==> config.mk <==
export PLATFORM = sky130hd
export DESIGN_NAME = pong_ball_engine
export DESIGN_NICKNAME = d
export VERILOG_FILES = /design/src/rtl/pong_pkg.sv /design/src/rtl/ball_axis.sv /design/src/rtl/pong_ball_engine.sv
export SDC_FILE = /design/constraint.sdc
export NUM_CORES = 1
export LEC_CHECK = 0
export CAP_MARGIN = 20
export CORE_UTILIZATION = 45
export DETAILED_ROUTE_END_ITERATION = 10
export PLACE_DENSITY = 0.66
export REMOVE_ABC_BUFFERS = 1
export SETUP_SLACK_MARGIN = 0.2
export SYNTH_ARGS = -nofsm -noshare
export SYNTH_HDL_FRONTEND = slang
export SYNTH_SLANG_ARGS = --single-unit
export TNS_END_PERCENT = 30
==> constraint.sdc <==
create_clock -name clk -period 6.9 [get_ports clk]
set_clock_uncertainty 0.2 [all_clocks]
set_input_delay 1.38 -clock clk [delete_from_list [all_inputs] [get_ports clk]]
set_output_delay 1.38 -clock clk [all_outputs]
set_load 0.05 [all_outputs]
==> src/rtl/pong_pkg.sv <==
// pong_pkg: screen/paddle geometry, FSM states and the direction type shared by the ball engine.
package pong_pkg;
    localparam int H_ACTIVE     = 640;
    localparam int V_ACTIVE     = 480;
    localparam int BALL_SIZE    = 16;
    localparam int PADDLE_Y_TOP = 320;
    localparam int PADDLE_WIDTH = 96;
    localparam int SPEED        = 2;
    localparam int MAX_SPEED    = 6;
    localparam int SERVE_FRAMES = 60;
    localparam logic [9:0] X_CENTRE      = 10'((H_ACTIVE - BALL_SIZE) / 2);
    localparam logic [8:0] Y_CENTRE      = 9'((V_ACTIVE - BALL_SIZE) / 2);
    localparam logic [8:0] Y_PADDLE_REST = 9'(PADDLE_Y_TOP - BALL_SIZE);
    typedef enum logic [1:0] {SERVE, RUN, MISS} state_t;
    typedef enum logic {DIR_NEG, DIR_POS} dir_t;
    function automatic dir_t flip(dir_t d);
        return d == DIR_POS ? DIR_NEG : DIR_POS;
    endfunction
endpackage

==> src/rtl/ball_axis.sv <==
// ball_axis: one motion step along a single axis, reflecting between 0 and LIMIT.
module ball_axis
    import pong_pkg::*;
#(
    parameter int W     = 10,
    parameter int LIMIT = H_ACTIVE - BALL_SIZE
) (
    input  logic [W-1:0] pos,
    input  dir_t         dir,
    input  logic [2:0]   step,
    output logic [W-1:0] next_pos,
    output dir_t         next_dir,
    output logic         hit
);
    localparam logic [W:0] LIM = (W + 1)'(LIMIT);
    logic [W:0] s_ext, fwd;
    assign s_ext    = {{(W - 2){1'b0}}, step};
    assign fwd      = {1'b0, pos} + s_ext;
    assign hit      = dir == DIR_POS ? fwd >= LIM : {1'b0, pos} < s_ext;
    assign next_pos = hit ? (dir == DIR_POS ? LIM[W-1:0] : '0)
                          : (dir == DIR_POS ? fwd[W-1:0] : pos - s_ext[W-1:0]);
    assign next_dir = hit ? flip(dir) : dir;
endmodule

==> src/rtl/pong_ball_engine.sv <==
// pong_ball_engine: per-frame ball motion, paddle/wall reflection, miss detection and ball pixel strobe.
// Define PONG_BALL_SPEEDUP_EN to add one pixel/frame of speed per paddle hit, capped at MAX_SPEED.
module pong_ball_engine
    import pong_pkg::*;
(
    input  logic       clk,
    input  logic       rst_n,
    input  logic [9:0] counter_x,
    input  logic [8:0] counter_y,
    input  logic       in_display_area,
    input  logic       frame_tick,
    input  logic [9:0] paddle_left,
    output logic       ball_pixel,
    output logic [9:0] ball_x,
    output logic [8:0] ball_y,
    output logic       bounce,
    output logic       miss
);
    localparam logic [10:0] BS11 = 11'(BALL_SIZE);
    localparam logic [10:0] PT11 = 11'(PADDLE_Y_TOP);
    localparam logic [10:0] PW11 = 11'(PADDLE_WIDTH);
    localparam logic [10:0] VA11 = 11'(V_ACTIVE);
    state_t      state, state_nx;
    logic [5:0]  cnt, cnt_nx;
    dir_t        dx, dy, dx_nx, dy_nx, ax_dir;
    logic [9:0]  x_nx, ax_pos;
    logic [8:0]  y_nx;
    logic        ax_hit, paddle_hit, floor_miss, top_hit, pix_nx, bounce_nx, miss_nx;
    logic [10:0] y_ext, s11, bot, nbot, nx_ext, pl_ext;
    logic [2:0]  speed;
`ifdef PONG_BALL_SPEEDUP_EN
    logic [2:0]  speed_nx;
`else
    assign speed = 3'(SPEED);
`endif

    ball_axis #(.W(10), .LIMIT(H_ACTIVE - BALL_SIZE)) u_axis_x (
        .pos      (ball_x),
        .dir      (dx),
        .step     (speed),
        .next_pos (ax_pos),
        .next_dir (ax_dir),
        .hit      (ax_hit)
    );

    assign y_ext      = {2'b0, ball_y};
    assign s11        = {8'b0, speed};
    assign bot        = y_ext + BS11;
    assign nbot       = bot + s11;
    assign nx_ext     = {1'b0, ax_pos};
    assign pl_ext     = {1'b0, paddle_left};
    // Paddle overlap is judged at the ball's new x so corner hits land on the right paddle pixels.
    assign paddle_hit = dy == DIR_POS && bot <= PT11 && PT11 < nbot
                        && nx_ext + BS11 > pl_ext && nx_ext < pl_ext + PW11;
    assign floor_miss = dy == DIR_POS && !paddle_hit && nbot >= VA11;
    assign top_hit    = dy == DIR_NEG && y_ext < s11;
    assign pix_nx     = in_display_area
                        && counter_x >= ball_x && {1'b0, counter_x} < {1'b0, ball_x} + BS11
                        && counter_y >= ball_y && {2'b0, counter_y} < y_ext + BS11;

    always_comb begin
        state_nx  = state;
        cnt_nx    = cnt;
        x_nx      = ball_x;
        y_nx      = ball_y;
        dx_nx     = dx;
        dy_nx     = dy;
        bounce_nx = 1'b0;
        miss_nx   = 1'b0;
`ifdef PONG_BALL_SPEEDUP_EN
        speed_nx  = speed;
`endif
        if (frame_tick) begin
            if (state == RUN) begin
                if (floor_miss) begin
                    state_nx = MISS;
                    cnt_nx   = '0;
                    x_nx     = X_CENTRE;
                    y_nx     = Y_CENTRE;
                    dx_nx    = flip(dx);
                    dy_nx    = DIR_POS;
                    miss_nx  = 1'b1;
`ifdef PONG_BALL_SPEEDUP_EN
                    speed_nx = 3'(SPEED);
`endif
                end else begin
                    x_nx      = ax_pos;
                    dx_nx     = ax_dir;
                    y_nx      = top_hit ? '0 : paddle_hit ? Y_PADDLE_REST :
                                dy == DIR_POS ? ball_y + {6'b0, speed} : ball_y - {6'b0, speed};
                    dy_nx     = (top_hit || paddle_hit) ? flip(dy) : dy;
                    bounce_nx = ax_hit | top_hit | paddle_hit;
`ifdef PONG_BALL_SPEEDUP_EN
                    speed_nx  = (paddle_hit && speed < 3'(MAX_SPEED)) ? speed + 3'd1 : speed;
`endif
                end
            end else if (cnt == 6'(SERVE_FRAMES - 1)) begin
                state_nx = RUN;
                cnt_nx   = '0;
            end else begin
                cnt_nx = cnt + 6'd1;
            end
        end
    end

    always_ff @(posedge clk or negedge rst_n) begin
        if (!rst_n) begin
            state      <= SERVE;
            cnt        <= '0;
            ball_x     <= X_CENTRE;
            ball_y     <= Y_CENTRE;
            dx         <= DIR_POS;
            dy         <= DIR_POS;
            ball_pixel <= 1'b0;
            bounce     <= 1'b0;
            miss       <= 1'b0;
`ifdef PONG_BALL_SPEEDUP_EN
            speed      <= 3'(SPEED);
`endif
        end else begin
            state      <= state_nx;
            cnt        <= cnt_nx;
            ball_x     <= x_nx;
            ball_y     <= y_nx;
            dx         <= dx_nx;
            dy         <= dy_nx;
            ball_pixel <= pix_nx;
            bounce     <= bounce_nx;
            miss       <= miss_nx;
`ifdef PONG_BALL_SPEEDUP_EN
            speed      <= speed_nx;
`endif
        end
    end
endmodule
Yosys cells after proc, flatten, opt, wreduce, memory -nomap -nowiden --
Cells that the tools add are included.
Storage, ports and cells: register bits after elaboration 32, word-level logic and storage cells 85, output and inout bits 22
Operators by class: add/sub/neg operators 10, eq/ne operators 3, order comparisons 12, reduce and logical (&&, ||, !) cells 21, muxes and demuxes 27, bitwise logic cells 3
Operator list (count):
- 10-bit 2-to-1 mux | 4
- 9-bit 2-to-1 mux | 4
- 10-bit by 5-bit adder with 11-bit output (second input constant) | 2
- 10-bit by 11-bit < comparator with 1-bit output | 2
- 6-bit 2-to-1 mux | 3
- 1-bit 2-to-1 mux | 13
- 10-bit by 2-bit adder with 11-bit output (second input constant) | 1
- 10-bit by 7-bit adder with 11-bit output (second input constant) | 1
- 11-bit by 2-bit adder with 11-bit output (second input constant) | 1
- 11-bit by 10-bit greater-or-equal comparator with 1-bit output (second input constant) | 1
- 11-bit by 9-bit greater-or-equal comparator with 1-bit output (second input constant) | 1
- 11-bit by 10-bit > comparator with 1-bit output | 1
- 11-bit by 9-bit less-or-equal comparator with 1-bit output (second input constant) | 1
- 1-bit logical AND | 11
- 9-bit by 11-bit < comparator with 1-bit output (first input constant) | 1
- 9-bit by 5-bit adder with 10-bit output (second input constant) | 1
- 10-bit greater-or-equal comparator | 1
- 10-bit by 2-bit < comparator with 1-bit output (second input constant) | 1
- 9-bit by 10-bit < comparator with 1-bit output | 1
- 10-bit by 2-bit subtractor with 10-bit output (second input constant) | 1
- 9-bit by 2-bit adder with 9-bit output (second input constant) | 1
- 9-bit greater-or-equal comparator | 1
- 9-bit by 2-bit < comparator with 1-bit output (second input constant) | 1
- 3-bit AND reduction | 3
- other kinds (12) | 18

Longest topological paths before layout --
depth after elaboration 14, gate-level depth with buffers 22

Cells and area by module --
Synthesis repeated with hierarchy kept, for this count alone.
Second synthesis, totals: cells, all modules 476, area, all modules 4036.4 um^2
Modules (own cells, without submodules):
- pong_ball_engine | times used 1, cells an instance 371, sequential area each 788.3 um^2, area each 3243.1 um^2
- ball_axis | times used 1, cells an instance 105, sequential area each 0.0 um^2, area each 793.3 um^2

Worst setup path after synthesis --
Ideal clock, no wire load.
kind register to register, start point register ball_x[2], end point register ball_y[1], setup time 0.077 ns, arrival time 4.937 ns, clock period less this slack 5.214 ns, data required time 6.623 ns, cell stages (with the launch flop) 22, slack 1.686 ns, path buffers 1, cell sequence dfrtp_1 -> ha_1 -> nand2_1 -> o32ai_1 -> o21ai_1 -> a2111oi_4 -> nor2_1 -> nor2_1 -> ha_1 -> nand2_1 -> or3_1 -> a21oi_1 -> ha_1 -> a21o_1 -> a21oi_1 -> nand2b_1 -> o31ai_1 -> o31ai_1 -> o2111a_1 -> buf_6 -> or4_1 -> o21ai_1
On the way: cells in the longest elaborated chain, start to end 12
RTL lines:
- start, declared | RTL line pong_ball_engine.sv:14 | output logic [9:0] ball_x,
- start signal, assigned | RTL line pong_ball_engine.sv:123 | ball_x <= x_nx;
- 10-bit by 2-bit adder with 11-bit output | RTL line ball_axis.sv:18 | assign fwd = {1'b0, pos} + s_ext;
- 11-bit by 10-bit greater-or-equal comparator with 1-bit output | RTL line ball_axis.sv:19 | assign hit = dir == DIR_POS ? fwd >= LIM : {1'b0, pos} < s_ext;
- 1-bit 2-to-1 mux | RTL line ball_axis.sv:19
- 10-bit 2-to-1 mux (*) | RTL line ball_axis.sv:20 | assign next_pos = hit ? (dir == DIR_POS ? LIM[W-1:0] : '0)
- 10-bit by 5-bit adder with 11-bit output | RTL line pong_ball_engine.sv:54 | && nx_ext + BS11 > pl_ext && nx_ext < pl_ext + PW11;
- 11-bit by 10-bit > comparator with 1-bit output | RTL line pong_ball_engine.sv:54
- 1-bit logical AND | RTL line pong_ball_engine.sv:54
- 1-bit logical AND (*) | RTL line pong_ball_engine.sv:54
- 1-bit zero test | RTL line pong_ball_engine.sv:55 | assign floor_miss = dy == DIR_POS && !paddle_hit && nbot >= VA11;
- 1-bit logical AND (2 in series) | RTL line pong_ball_engine.sv:55
- 9-bit 2-to-1 mux (*) | RTL line pong_ball_engine.sv:75 | if (floor_miss) begin
- end signal, assigned | RTL line pong_ball_engine.sv:124 | ball_y <= y_nx;
- end, declared | RTL line pong_ball_engine.sv:15 | output logic [8:0] ball_y,
Every way passes the cells marked *; elsewhere a longest branch is shown, timed or not. A chain may end at the register's enable or synchronous reset.

Worst setup path in the final report --
start point register ball_x[1], end point register ball_y[1]
The elaborated chain is that of the path after synthesis.

==> impl_metrics.py <==
metrics = {
    "critical_path": {
        "path_cells": "ha_1 > nand2_1 > o32ai_1 > o21ai_1 > a2111oi_4 > nor2_1 > nor2_1 > ha_1 > nand2_1 > or3_1 > a21oi_1 > ha_1 > a21o_1 > a21oi_1 > nand2b_1 > o31ai_1 > o31ai_1 > o2111a_1 > or4_1 > o21ai_1",
        "crit_family": "compound AO/OA/AOI/OAI gates",
        "cp_common_cell": "ha_1",
        "r2r_cells": 20,
        "end_kind": "flop",
        "cp.arrival_ps": 5710,
        "worst-path-max-fanout": 10,
        "max_stage_delay_ps": 580,
        "crit_path_top_delay_cell": "a2111oi_4",
        "path_class": "reg -> reg",
        "rrSetupSlack_ps": 1200,
        "cp-start-kind": "flop",
        "worst_r2r_endpoint": "ball_y[1]$_DFFE_PN0P_",
        "timing.rr.start": "ball_x[1]$_DFFE_PN0P_",
        "path_buf_inv": 0,
        "required_ps": 6910,
    },
    "timing": {
        "timing.hold.ws_ps": 316,
        "finalSetupTns_ps": 0,
        "slew_viol_final": 0,
        "setup_viol": 0,
        "rsz0062_at_grt": "no",
        "fin_crit_sh_pct": 82.6,
        "slew_headroom_pct": 47.7,
        "worstMarginPinSlew_ps": 779,
        "fmax_mhz": 175,
        "finalHoldViolCount": 0,
        "post-route-min-period_ps": 5700,
    },
    "synthesis": {
        "synth_top_family_by_area": "compound AO/OA/AOI/OAI gates",
        "muxShareOfSynthArea_pct": 0.809,
        "ys_types": 69,
        "synthXorXnorAreaFrac_pct": 5.43,
        "yosysSeqAreaShare_pct": 21.2,
        "yosysWarnings": 0,
        "synth-main-ff-cell": "dfrtp_1",
        "synth-simple-area-share_pct": 20.4,
        "synthCells": 459,
        "synth_compound_area_share_pct": 24.6,
        "synthAdderAreaFrac_pct": 20.2,
        "syn_avg_cell_area_um2": 8.09,
        "netlist_area_mm2": 0.00371,
        "ys_ff_latch": 31,
        "ys_async_sr_fraction_pct": 100,
        "synth_edf_count": 0,
    },
    "routing": {
        "vias": 3497,
        "drtIter0Drc": 188,
        "wl_per_cell_um": 15.3,
        "first_pass_iters": 5,
        "routed_wl_um": 9200,
        "drtAntennaViolNets": 0,
        "drc_errors": 0,
        "vias_per_cell": 5.83,
    },
    "clock_tree": {
        "post_cts_resized": 0,
        "clockBufferDepth": 2,
        "cts_root_buf": "clkbuf_8",
        "post_cts_buffers": 0,
        "cts.sinks": 31,
        "numCtsBuffers": 5,
        "cts_tree": "done",
        "clkLatencyLatePin_ps": 290,
        "ctsHtreeMaxLevel": 2,
        "cts.clk_slew.worst_paths_ps": 70,
        "postCtsHoldBufs": 0,
    },
    "pwr": {
        "ir_worst_vdd_uv": 141,
        "p_leak_uw": 0.00188,
        "powerDensity_mw_per_mm2": 331,
    },
    "die": {
        "dieHeight_um": 92.8,
        "io_pins": 55,
        "die_area_mm2": 0.00862,
        "initial_utilization_pct": 47.3,
        "core_area_mm2": 0.00785,
        "fp.dieW_um": 92.8,
        "rows": 32,
    },
    "global_route": {
        "grt_pass1_vias": 3283,
        "grt_pass1_wl_um": 15600,
        "grt_max_degree": 32,
        "antenna_found_initial": 0,
        "track_usage_pct": 22.4,
        "grt-ovfl-total": 0,
    },
    "hold_path": {
        "worstHoldPathType": "reg -> reg",
        "hold_path_end": "state[1]$_DFFE_PN0P_",
        "hold_depth": 1,
        "min_from": "state[1]$_DFFE_PN0P_",
    },
    "flow_run": {
        "drv_cap": 0,
    },
    "finish": {
        "area_delta_synth_final_pct": 17.8,
        "instances_no_fill": 600,
        "final_cell_area_mm2": 0.00437,
        "layout_common_cells": "ha_1, clkdlybuf4s50_1, inv_1, nand2_1, a21oi_1",
        "final_common_cell": "ha_1",
        "layout-drive-gt1-share_pct": 6.43,
        "finalNetCount": 590,
        "antenna_cells": 0,
    },
    "run_status": {
        "status": "completed",
    },
    "placed_design": {
        "placed_cells": 592,
        "port_buffers": 52,
        "placed_cell_area_mm2": 0.00425,
        "post-dp-hpwl_um": 7230,
        "place_congestion": 0.848,
    },
}
[cell usage after synthesis, types with 4 or more instances]
cell type  instances  area share, %
ha_1              60             20
inv_1             39            3.9
nand2_1           35            3.5
a21oi_1           29            3.9
nor2_1            28            2.8
o21ai_0           27            3.6
nand3_1           25            3.4
dfrtp_1           21             14
xnor2_1           20            4.7
o21a_1            15            3.0
clkbuf_1          14            1.4
nor3_1            14            1.9
dfstp_2           10            7.1
o31ai_1            7            1.4
nor2b_1            6            1.0
or3_1              6            1.0
a211oi_1           5            1.0
a21o_1             5            1.0
nand4_1            5           0.84
or4_1              5            1.0
buf_2              4           0.54
nand2b_1           4           0.67
[stage by stage]
step	worst slack, ps	power (µW)	utilization [%]
after floorplan	1670	995	-
after global placement	1310	1230	54.2
after detailed placement	1250	1260	54.2
after CTS	1230	1450	55.7
after global routing	768	1580	55.7
final	1200	1450	55.7
[worst register-to-register path: stages (launching register included)]
cell and delay, ps:
dfrtp_1 510, ha_1 300, nand2_1 160, o32ai_1 360, o21ai_1 150, a2111oi_4 580
nor2_1 100, nor2_1 230, ha_1 230, nand2_1 90, or3_1 320, a21oi_1 230
ha_1 280, a21o_1 160, a21oi_1 170, nand2b_1 70, o31ai_1 450, o31ai_1 150
o2111a_1 290, or4_1 500, o21ai_1 80
[power breakdown]
group / switching (µW) / internal, µW / leakage, µW
clock: 72.5 / 117 / 0.0000612
sequential: 128 / 252 / 0.000373
combinational: 514 / 364 / 0.00145
total: 715 / 732 / 0.00188
[flip-flops by register name (all words and copies together), names as in the netlist]
register,count
dx,1
miss,1
ball_pixel,1
bounce,1
cnt,6
state,2
ball_x,10
ball_y,8
dy,1
[worst max-delay path by stage]
| stage | from | to | slack (ps) | cells past startpoint |
|---|---|---|---|---|
| 6_report | ball_x[1]$_DFFE_PN0P_ | ball_y[1]$_DFFE_PN0P_ | 1200 | 20 |
| 5_1_grt | ball_x[2]$_DFFE_PN0P_ | ball_y[1]$_DFFE_PN0P_ | 770 | 20 |
| 4_1_cts | ball_x[1]$_DFFE_PN0P_ | ball_y[1]$_DFFE_PN0P_ | 1230 | 20 |
| 3_5_place_dp | ball_x[1]$_DFFE_PN0P_ | ball_y[1]$_DFFE_PN0P_ | 1250 | 20 |
| 3_3_place_gp | ball_x[2]$_DFFE_PN0P_ | ball_y[1]$_DFFE_PN0P_ | 1310 | 20 |
| 2_1_floorplan | ball_x[2]$_DFFE_PN0P_ | ball_y[1]$_DFFE_PN0P_ | 1670 | 20 |
[cell families after synthesis]
| kind of cell | count (synthesis) |
|---|---|
| other cells | 1 |
| flops | 31 |
| buf+inv | 62 |
| simple gates | 148 |
| compound gates | 131 |
| mux | 3 |
| fa+ha+maj | 60 |
| xor+xnor | 23 |
[area by class of cell]
cell class,instances,area (µm²)
Clock buffer,6,82.6
Inverter,39,146
Tap cell,102,128
Timing Repair Buffer,54,536
Multi-Input combinational cell,366,2660
Fill cell,773,3480
Clock inverter,2,35.0
Sequential cell,31,788
[per-layer routing]
metal	up-vias	GRT usage, %	share of wire, %
met4	0	4.62	0.91
li1	1750	-	-
met5	-	0	0
met3	10	1.81	4.5
met2	100	37.6	46
met1	1637	31.3	49
Power figures use the tool's default switching activity.
